<file path="src/rtl/multi_port_mem_ctrl.sv">
// Round-robin arbiter that serialises 1/2/4-byte little-endian read and write
// requests from NUM_PORTS clients onto a registered byte-wide RAM/IO bus.
module multi_port_mem_ctrl #(
    parameter int NUM_PORTS  = 2,
    parameter int ADDR_WIDTH = 32
) (
    input  logic                            clk,
    input  logic                            rst,
    input  logic                            rdy,
    input  logic [7:0]                      mem_din,
    output logic [7:0]                      mem_dout,
    output logic [ADDR_WIDTH-1:0]           mem_a,
    output logic                            mem_wr,
    input  logic                            io_buffer_full,
    input  logic                            flush,
    input  logic [NUM_PORTS-1:0]            req_valid,
    input  logic [NUM_PORTS-1:0]            req_wr,
    input  logic [2*NUM_PORTS-1:0]          req_size,
    input  logic [ADDR_WIDTH*NUM_PORTS-1:0] req_addr,
    input  logic [32*NUM_PORTS-1:0]         req_wdata,
    output logic [NUM_PORTS-1:0]            resp_valid,
    output logic [31:0]                     resp_data
);
    localparam int PW = (NUM_PORTS > 1) ? $clog2(NUM_PORTS) : 1;

    typedef enum logic [1:0] {IDLE, READ, WRITE, IO_WAIT} state_t;

    state_t                state, state_nxt;
    logic [PW-1:0]         rr_ptr, gnt_q, gnt_idx;
    logic                  found, grant;
    logic [ADDR_WIDTH-1:0] addr_q, gnt_addr;
    logic [31:0]           wdata_q, rdata_q, gnt_wdata;
    logic [1:0]            last_q, iss, cap;
    logic                  ivld, pend, io_q, wr_q;
    logic                  io_block, rd_done;

    function automatic logic [1:0] last_index(input logic [1:0] size);
        case (size)
            2'd0:    return 2'd0;
            2'd1:    return 2'd1;
            default: return 2'd3;
        endcase
    endfunction

    function automatic logic [31:0] merge_byte(input logic [31:0] word, input logic [1:0] k,
                                               input logic [7:0] b);
        logic [31:0] w;
        w = word;
        w[{k, 3'b000} +: 8] = b;
        return w;
    endfunction

    assign io_block  = io_q && io_buffer_full;
    assign rd_done   = pend && (cap == last_q);
    assign mem_wr    = wr_q && rdy && !io_block;
    assign gnt_addr  = req_addr[gnt_idx*ADDR_WIDTH +: ADDR_WIDTH];
    assign gnt_wdata = req_wdata[gnt_idx*32 +: 32];

    always_comb begin
        found     = 1'b0;
        gnt_idx   = '0;
        grant     = 1'b0;
        state_nxt = state;
        for (int i = 0; i < NUM_PORTS; i++) begin
            if (!found && req_valid[PW'((int'(rr_ptr) + i) % NUM_PORTS)]) begin
                found   = 1'b1;
                gnt_idx = PW'((int'(rr_ptr) + i) % NUM_PORTS);
            end
        end
        if (rdy) begin
            case (state)
                IDLE: begin
                    if (found && !flush) begin
                        grant     = 1'b1;
                        state_nxt = req_wr[gnt_idx] ? WRITE : READ;
                    end
                end
                READ: begin
                    if (flush || rd_done) state_nxt = IDLE;
                end
                WRITE, IO_WAIT: begin
                    if (io_block)           state_nxt = IO_WAIT;
                    else if (iss == last_q) state_nxt = IDLE;
                    else                    state_nxt = WRITE;
                end
                default: state_nxt = IDLE;
            endcase
        end
    end

    always_ff @(posedge clk) begin
        if (rst) state <= IDLE;
        else     state <= state_nxt;
    end

    always_ff @(posedge clk) begin
        if (rst) begin
            rr_ptr     <= '0;
            gnt_q      <= '0;
            addr_q     <= '0;
            wdata_q    <= '0;
            rdata_q    <= '0;
            last_q     <= '0;
            iss        <= '0;
            cap        <= '0;
            ivld       <= 1'b0;
            pend       <= 1'b0;
            io_q       <= 1'b0;
            wr_q       <= 1'b0;
            mem_a      <= '0;
            mem_dout   <= '0;
            resp_valid <= '0;
            resp_data  <= '0;
        end else begin
            resp_valid <= '0;
            resp_data  <= '0;
            if (!rdy) begin
                // A data cycle swallowed by the stall is refetched from the oldest uncaptured byte.
                if (state == READ) begin
                    mem_a <= addr_q + ADDR_WIDTH'(cap);
                    iss   <= cap;
                    ivld  <= 1'b1;
                    pend  <= 1'b0;
                end
            end else if (grant) begin
                gnt_q    <= gnt_idx;
                rr_ptr   <= (gnt_idx == PW'(NUM_PORTS - 1)) ? '0 : gnt_idx + 1'b1;
                addr_q   <= gnt_addr;
                wdata_q  <= gnt_wdata;
                last_q   <= last_index(req_size[gnt_idx*2 +: 2]);
                mem_a    <= gnt_addr;
                iss      <= '0;
                cap      <= '0;
                pend     <= 1'b0;
                rdata_q  <= '0;
                if (req_wr[gnt_idx]) begin
                    wr_q     <= 1'b1;
                    io_q     <= (gnt_addr[17:16] == 2'b11);
                    mem_dout <= gnt_wdata[7:0];
                    ivld     <= 1'b0;
                end else begin
                    wr_q     <= 1'b0;
                    io_q     <= 1'b0;
                    mem_dout <= '0;
                    ivld     <= 1'b1;
                end
            end else begin
                case (state)
                    READ: begin
                        if (flush) begin
                            mem_a <= '0;
                            ivld  <= 1'b0;
                            pend  <= 1'b0;
                        end else begin
                            if (pend) begin
                                rdata_q <= merge_byte(rdata_q, cap, mem_din);
                                cap     <= cap + 2'd1;
                                if (cap == last_q) begin
                                    resp_valid[gnt_q] <= 1'b1;
                                    resp_data         <= merge_byte(rdata_q, cap, mem_din);
                                end
                            end
                            pend <= ivld;
                            if (ivld && iss != last_q) begin
                                iss   <= iss + 2'd1;
                                mem_a <= addr_q + ADDR_WIDTH'(iss + 2'd1);
                            end else begin
                                mem_a <= '0;
                                ivld  <= 1'b0;
                            end
                        end
                    end
                    WRITE, IO_WAIT: begin
                        // Stores are committed, so flush never cuts a write short.
                        if (!io_block) begin
                            if (iss == last_q) begin
                                wr_q              <= 1'b0;
                                io_q              <= 1'b0;
                                mem_a             <= '0;
                                mem_dout          <= '0;
                                resp_valid[gnt_q] <= 1'b1;
                            end else begin
                                iss      <= iss + 2'd1;
                                mem_a    <= addr_q + ADDR_WIDTH'(iss + 2'd1);
                                mem_dout <= wdata_q[{iss + 2'd1, 3'b000} +: 8];
                            end
                        end
                    end
                    default: ;
                endcase
            end
        end
    end
endmodule

</file>
<file path="config.mk">
export PLATFORM = sky130hd
export DESIGN_NAME = multi_port_mem_ctrl
export DESIGN_NICKNAME = d
export VERILOG_FILES = /design/src/rtl/multi_port_mem_ctrl.sv
export SDC_FILE = /design/constraint.sdc
export NUM_CORES = 1
export LEC_CHECK = 0
export BUFFER_PORTS_ARGS = -buffer_cell sky130_fd_sc_hd__buf_2
export CORE_ASPECT_RATIO = 0.75
export CORE_UTILIZATION = 40
export CTS_CLUSTER_SIZE = 25
export DETAILED_ROUTE_END_ITERATION = 7
export PLACE_DENSITY = 0.68
export SETUP_SLACK_MARGIN = 0.4
export SLEW_MARGIN = 20
export SYNTH_ARGS = -nofsm -noshare
export SYNTH_HDL_FRONTEND = slang
export SYNTH_SLANG_ARGS = --single-unit
</file>
<file path="constraint.sdc">
create_clock -name clk -period 3 [get_ports clk]
set_input_delay 0 -clock clk [delete_from_list [all_inputs] [get_ports clk]]
set_output_delay 0 -clock clk [all_outputs]
set_load 0.01 [all_outputs]
</file>
==> results of run 1 <==
==> layout make-up <==
class                           instances  share of cell area
Clock inverter                         15              0.0144
Inverter                               22             0.00672
Multi-Input combinational cell        862               0.430
Timing Repair Buffer                  343               0.184
Tap cell                              300              0.0305
Clock buffer                           17              0.0346
Sequential cell                       184               0.300
==> cell families after synthesis <==
group	count (synthesis)	synth area share
muxes	44	0.0578
xor gates and xnor gates	45	0.0419
AOI/OAI and AO/OA	304	0.211
and+or+nand+nor	456	0.228
buffers and inverters	131	0.0524
adders and majority gates	12	0.0176
DFF	184	0.391
==> metrics by stage <==
| stage | total power, mW | instances | util | hold slack (ns) |
|---|---|---|---|---|
| 5_1_grt | 5.99 | 1743 | 0.533 | 0.00219 |
| 4_1_cts | 5.75 | 1739 | 0.531 | 0.000275 |
| 3_5_place_dp | 3.39 | 1621 | 0.467 | 0.275 |
| 2_1_floorplan | 3.09 | 1176 | - | 0.162 |
| 6_report | 5.74 | 1743 | 0.533 | -0.00124 |
| 3_3_place_gp | 3.38 | 1621 | 0.467 | 0.275 |
==> layout by cell type (no fill, tap or decap), drive strengths merged, types with 12 or more instances in the layout <==
cell type	count
nand3b	12
buf	256
nor2b	39
o21ai	59
xor2	13
nand4	24
mux2i	33
o221ai	14
xnor2	32
inv	29
nor3	16
dfxtp	184
a211oi	37
clkbuf	17
nand2	88
nand3	52
a22oi	32
a311oi	29
nor2	183
dlygate4sd3	87
a21oi	86
==> final timing paths <==
check	startpoint	end	slack, ns	cells past startpoint
max reg2reg	iss[0]	mem_a[5]	0.57	9
min reg2reg	mem_a[1]	mem_a[1]	0.46	2
max	iss[0]	mem_a[5]	0.57	9
min	req_addr[60]	addr_q[28]	-0.001	3
==> timing repair <==
item / in CTS / in global routing
setup endpoints to repair: 0 / 32
hold buffers: 86 / 1
gates resized for setup: 0 / 8
buffers inserted: 0 / 2
hold endpoints to repair: 104 / 1
==> registers in the layout (all words and copies together) (netlist names), 2 cells and up <==
register,count
iss,2
mem_a,32
mem_dout,8
resp_valid,2
cap,2
state,2
wdata_q,32
resp_data,32
rdata_q,32
last_q,2
addr_q,32
==> metal layers <==
metal / GRT usage / vias up / wire, um
met5: 0 / - / 10
met4: 0.0798 / 2 / 530
met3: 0.0450 / 43 / 2230
met2: 0.412 / 399 / 14200
met1: 0.354 / 4695 / 14000
li1: - / 4708 / -
==> worst max-delay path, cell delays in order, from the launching register on <==
cell and delay, ns:
dfxtp_1 0.31, buf_4 0.20, xnor2_1 0.32, a222oi_1 0.11, buf_4 0.17, buf_4 0.23, and3_1 0.20, o32a_1 0.32
nor3_1 0.34, nor3_1 0.09
==> power by group through the flow <==
stage / clock, mW / sequential [mW] / combinational [mW]
after floorplan: 0 / 2.65 / 0.436
after CTS: 2.33 / 2.62 / 0.812
after global routing: 2.45 / 2.63 / 0.914
after detailed placement: 0 / 2.67 / 0.720
after global placement: 0 / 2.67 / 0.709
final: 2.29 / 2.62 / 0.833
==> metrics.md, run 1 <==
| Metric | Value |
|---|---|
| Status | complete, but fails checks |
| Failing checks | DRC, hold timing |
| Hold_ws | -0.00124 ns |
| RSZ-0062 raised after global routing | false |
| Synth Instances | 1176 |
| Avg Synthesized Cell Area | about 8 um^2 |
| Vias post-DR | 9847 |
| Period utilization | 0.810 |
| Synth Cell Area | about 9400 um^2 |
| Share of power burned in registers | 0.456 |
| Number of synthesized register bits | approximately 180 |
| Design Area, Final | 12300 um^2 |
| Worst-Margin Slew | approximately 0.8 ns |
| Clk sinks | ~180 |
| Largest net degree at the start of global routing | 68 |
| Clock network power share | 0.399 |
| Switching Power | approximately 1.6 mW |
| Vias in the first global route | approximately 9300 |
| Commonest cells in the netlist | dfxtp_1, nor2_1, clkbuf_1 |
| Die Wd | 179 um |
| Clock transition at path regs | 0.07 ns |
| CTS Root Cell | clkbuf_16 |
| Final Worst Setup Slack | between 0.5 and 0.6 ns |
| Fin. Hold Viols | 1 |
| Post-Place Cell Area | 10800 um^2 |
| Area Overhead vs Synth | 30.6% |
| EDFF count, synth | 0 |
| Crit path max fanout | 23 |
| Die Area | roughly 24000 um^2 |
| Share of the synthesized area in the top cell type | 0.391 |
| Max Cap Viol | 0 |
| Synth unique cells | 60 |
| # DRC | 16 |
| Footprint of the multi-input gates | 5290 um^2 |
| WL final | a little over 30000 um |
| Fin Setup TNS | 0 ns |
| Gate power share | 0.145 |
| Worst skew pair latency | around 0.45 ns |
| Number of routed nets with antenna violations | 0 |
| Arr. time, crit path | ~2.7 ns |
| Synth top area cells | dfxtp_1, nor2_1, a21oi_1 |
| Fin. max-slew vios | 0 |
| Layout cells sized above 1 | 0.220 |
| Net Count, Synth | approximately 1300 |
| Number of fill cells | ~2200 |
| Fraction of registers with async set/reset | 0 |
| Drt first-iter violations | 757 |
| Cell taking the most area after synthesis | dfxtp_1 |
| Required time of the critical path | about 3.3 ns |
| Minimum clock period | between 2 and 2.5 ns |
| Site Rows | 48 |
| Height of the chip | between 100 and 150 um |
| Sw frac | 0.286 |
| # diodes | 0 |
| LEAKAGE | approximately 5.1 nW |
| Fmax | ~0.4 GHz |
| GRT Total Usage | 0.258 |
| Int Power | ~4.1 mW |
| Min-delay worst type | primary input to register |
| CTS tree | yes |
| Initial antenna violation count | 1 |
| Synth warn | 0 |
| Pwr/cell area | 467 nW/um^2 |
| First-pass GRT wire length | 48900 um |
| # IOs | between 200 and 250 |
| GPL Wtd Cong | approximately 0.94 |
| Critical Path Start Type | register |
| Critical Path Sink Type | register |
| CTS H-tree depth | 4 |
| Max-slew headroom | 0.459 |
| Top_reg_cell synth | dfxtp_1 |
| Most common cell in the synthesized netlist | dfxtp_1 |
| Core area | around 23000 um^2 |
| Worst setup path class | register to register |
| Seq/Total Area, Yosys | 0.391 |
| Setup-failing EPs final | 0 |
| Routed WL per cell | 17.8 um |
| Skew final | just under 0.02 ns |
| Fin nets | about 1600 |
| Starting density of the core | 0.408 |
| FF/Latch Area | 3690 um^2 |
| Num CTS Buffers | 17 |
| Via-to-Cell Ratio | between 5 and 6 |
| Detailed placement HPWL | approximately 21000 um |
| GR Overflow Total | 0 |
| IO buf count | 222 |
| CTS Buffer Depth | 2 |
| Worst vdd ir | 0.000396 V |
| Pre-CTS worst setup slack | roughly 0.47 ns |
| TritonRoute pass-1 iters | 8 |
No activity file was read; power rests on OpenSTA's default activity.
==> inputs of run 2 (changes only) <==
- ABC_AREA: default -> 1
- PLACE_DENSITY: 0.68 -> 0.65
- clock period: 3 -> 2.4 ns (I/O delays scaled with it)
==> run 2 against run 1 <==
  * The run now ends clean
  * Synthesized cell count grew 25%
  * Cell area grew 13%
  * Clock power grew 22%
  * Register-to-register slack lost 0.20 ns
  * Flip-flop and latch count is the same
  * Global-route usage grew 0.96 points
  * Synthesized area grew 4.1%
  * Wire length grew 14%
  * Critical path depth grew 1
  * Cell count grew 25%
  * Worst hold slack gained 0.032 ns
  * Non-clock buffer count grew 76
  * Critical path type unchanged
  * Largest cell class unchanged
==> metrics.md, run 2 <==
| Metric | Value |
|---|---|
| CTS tree | yes |
| Worst vdd ir | just under 0.0006 V |
| Number of fill cells | ~2300 |
| LEAKAGE | approximately 5.7 nW |
| TritonRoute pass-1 iters | 6 |
| # DRC | 0 |
| Worst setup path class | register to register |
| Crit path max fanout | 5 |
| Hold Path Depth | 5 |
| Critical Path Sink Type | register |
| Pre-CTS worst setup slack | ~0.2 ns |
| Synth Instances | 1470 |
| Worst-Margin Slew | a little over 0.6 ns |
| Worst skew pair latency | 0.45 ns |
| CTS Root Cell | clkbuf_16 |
| Area Overhead vs Synth | 41.4% |
| CP max-delay cell | fa_2 |
| Minimum clock period | ~2 ns |
| EDFF count, synth | 0 |
| Synth warn | 0 |
| Die Wd | 183 um |
| Number of routed nets with antenna violations | 0 |
| CTS H-tree depth | 4 |
| Most used cell, CP | nor2_4 |
| Most frequent cells in the layout | nand2_1, buf_2, dfxtp_1 |
| Seq/Total Area, Yosys | 0.376 |
| Proportion of synthesized area in mux cells | 0 |
| Routed WL per cell | roughly 16 um |
| Die Area | 25100 um^2 |
| Placed insts | around 2000 |
| Post-layout util | 0.576 |
| Drt first-iter violations | approximately 990 |
| Largest family of logic cells by synthesized area | simple AND/OR/NAND/NOR gates |
| Required time of the critical path | around 2.8 ns |
| Worst r2r path cells | 10 |
| Hold Crit Start | req_wdata[4] |
| Min-delay worst type | primary input to register |
| Height of the chip | approximately 140 um |
| Fin nets | roughly 2000 |
| Site Rows | between 40 and 50 |
| GRT Total Usage | 0.268 |
| Cell taking the most area after synthesis | dfxtp_1 |
| Vias in the first global route | around 10000 |
| GR Overflow Total | 0 |
| Worst stage delay on the critical path | a little over 0.4 ns |
| FF-to-FF Start | addr_q[0] |
| WL final | about 35000 um |
| RSZ-0062 raised after global routing | true |
| Status | completed |
| Critical Path Start Type | register |
| # IOs | approximately 220 |
| Synth top area cells | dfxtp_1, nand2_1, nor2_1 |
| Fin Setup TNS | 0 ns |
| Period utilization | 0.847 |
| Cell Count, Final, Fillers Out | between 2000 and 2500 |
| Num CTS Buffers | 17 |
| Net Count, Synth | roughly 1600 |
| Clock transition at path regs | 0.07 ns |
| Simple-gate share of the synthesized area | 0.305 |
| R2r setup slk | 0.37 ns |
| Fmax | between 0.4 and 0.5 GHz |
| Hold_ws | just over 0.03 ns |
| Largest net degree at the start of global routing | a little under 50 |
| Setup-failing EPs final | 0 |
| Crit path cell chain | ha_4 -> inv_2 -> fa_2 -> nor2_4 -> nand2_2 -> nor2_4 -> buf_6 -> xor2_1 -> o21ai_1 -> a21oi_1 |
| Fraction of registers with async set/reset | 0 |
| Most common cell in the synthesized netlist | nand2_1 |
| Vias post-DR | about 11000 |
| Clk sinks | around 180 |
| Post-Place Cell Area | roughly 11000 um^2 |
| Adder-cell share of the synthesized area | 0.0169 |
| Pwr/cell area | around 540 nW/um^2 |
| Core area | ~24000 um^2 |
| Crit Reg-Reg Endpoint | mem_a[14] |
| Commonest cells in the netlist | nand2_1, dfxtp_1, nor2_1 |
| Initial antenna violation count | 0 |
| Post-Synth XOR/XNOR Area | 0.0152 |
| Via-to-Cell Ratio | just over 5 |
| Starting density of the core | 0.408 |
| # diodes | 0 |
| Power Total | 7.45 mW |
| Synth Cell Area | approximately 10000 um^2 |
| Top_reg_cell synth | dfxtp_1 |
| Fin. Hold Viols | 0 |
| Arr. time, crit path | about 2.4 ns |
| Skew final | ~0.013 ns |
| Final Worst Setup Slack | about 0.37 ns |
| Synth unique cells | 44 |
| Max Cap Viol | 0 |
| Max-slew headroom | 0.593 |
| Fin. max-slew vios | 0 |
| Post-synthesis compound-gate area fraction | 0.199 |
| Number of synthesized register bits | between 150 and 200 |
| Commonest non-fill, non-tap cell in the layout | nand2_1 |
| GPL Wtd Cong | between 0.9 and 1 |
| Detailed placement HPWL | around 23000 um |
| IO buf count | between 200 and 250 |
| Launch point of the critical path | addr_q[0] |
| Layout cells sized above 1 | 0.230 |
| Hold endpoint | mem_dout[4] |
| CTS Buffer Depth | 2 |
| Design Area, Final | roughly 14000 um^2 |
| Avg Synthesized Cell Area | between 6 and 7 um^2 |
| Share of the synthesized area in the top cell type | 0.376 |
| First-pass GRT wire length | 52900 um |
run 2: cell count changes in the layout (fill, tap and decap cells not counted), moves of 22 or more:
cell,before,now
nand2_1,86,436
inv_1,21,105
dlygate4sd3_1,87,137
nor2b_1,38,0
a211oi_1,37,1
a21oi_1,85,121
mux2i_1,33,0
a311oi_1,29,0
nor2_1,181,155
xnor2_1,32,7
a2bb2oi_1,1,24
nand4_1,24,2
run 2: critical path, delay by kind of cell (launching register included):
family / cells / cell delay [ns]
buffers and inverters: 2 / 0.15
AOI/OAI and AO/OA: 2 / 0.21
adders and majority gates: 2 / 0.54
DFF: 1 / 0.37
xor gates and xnor gates: 1 / 0.14
and+or+nand+nor: 3 / 0.55
run 2: timing repair:
| action | 4_1_cts | 5_1_grt |
|---|---|---|
| pin swaps | 8 | 27 |
| setup endpoints to repair | 48 | 115 |
| hold endpoints to repair | 94 | 0 |
| setup buffers | 9 | 17 |
| cloned | 0 | 3 |
| gates resized for setup | 24 | 87 |
| hold buffers | 137 | 0 |
run 2: how the worst max path moves through the flow:
stage	end	slack, ns	depth (start not counted)
2_1_floorplan	mem_a[14]	0.41	12
3_3_place_gp	mem_a[24]	0.25	12
3_5_place_dp	mem_a[24]	0.21	11
4_1_cts	mem_a[30]	0.38	12
5_1_grt	mem_a[14]	0.29	10
6_report	mem_a[14]	0.37	10
run 2: per-layer routing:
layer,global-route usage,part of all wire,vias to the layer above
met5,0,0,-
met4,0.0570,0.010,0
met3,0.0468,0.079,36
met2,0.415,0.44,470
met1,0.387,0.47,5157
li1,-,-,5543
run 2: power by group:
part | switching [mW] | total, mW | internal (mW) | leakage (nW)
logic | 0.740 | 1.34 | 0.605 | 3.97
clock network | 1.41 | 2.80 | 1.39 | 0.280
registers | 0.114 | 3.30 | 3.19 | 1.50
total | 2.27 | 7.45 | 5.19 | 5.75
run 2: final cells by class:
type                       instances  area [um^2]  area share
multi-input combinational       1085         5570       0.402
sequential                       184         3700       0.267
timing repair buffer             419         3080       0.222
inverter                         129          509      0.0368
clock buffer                      18          429      0.0310
tap                              331          414      0.0299
clock inverter                    14          151      0.0109
timing repair inverter             1         6.26    0.000452
run 2: kinds of logic after synthesis:
logic type                 count (synthesis)
adders and majority gates                 12
xor gates and xnor gates                  17
DFF                                      184
and+or+nand+nor                          729
buffers and inverters                    201
AOI/OAI and AO/OA                        327
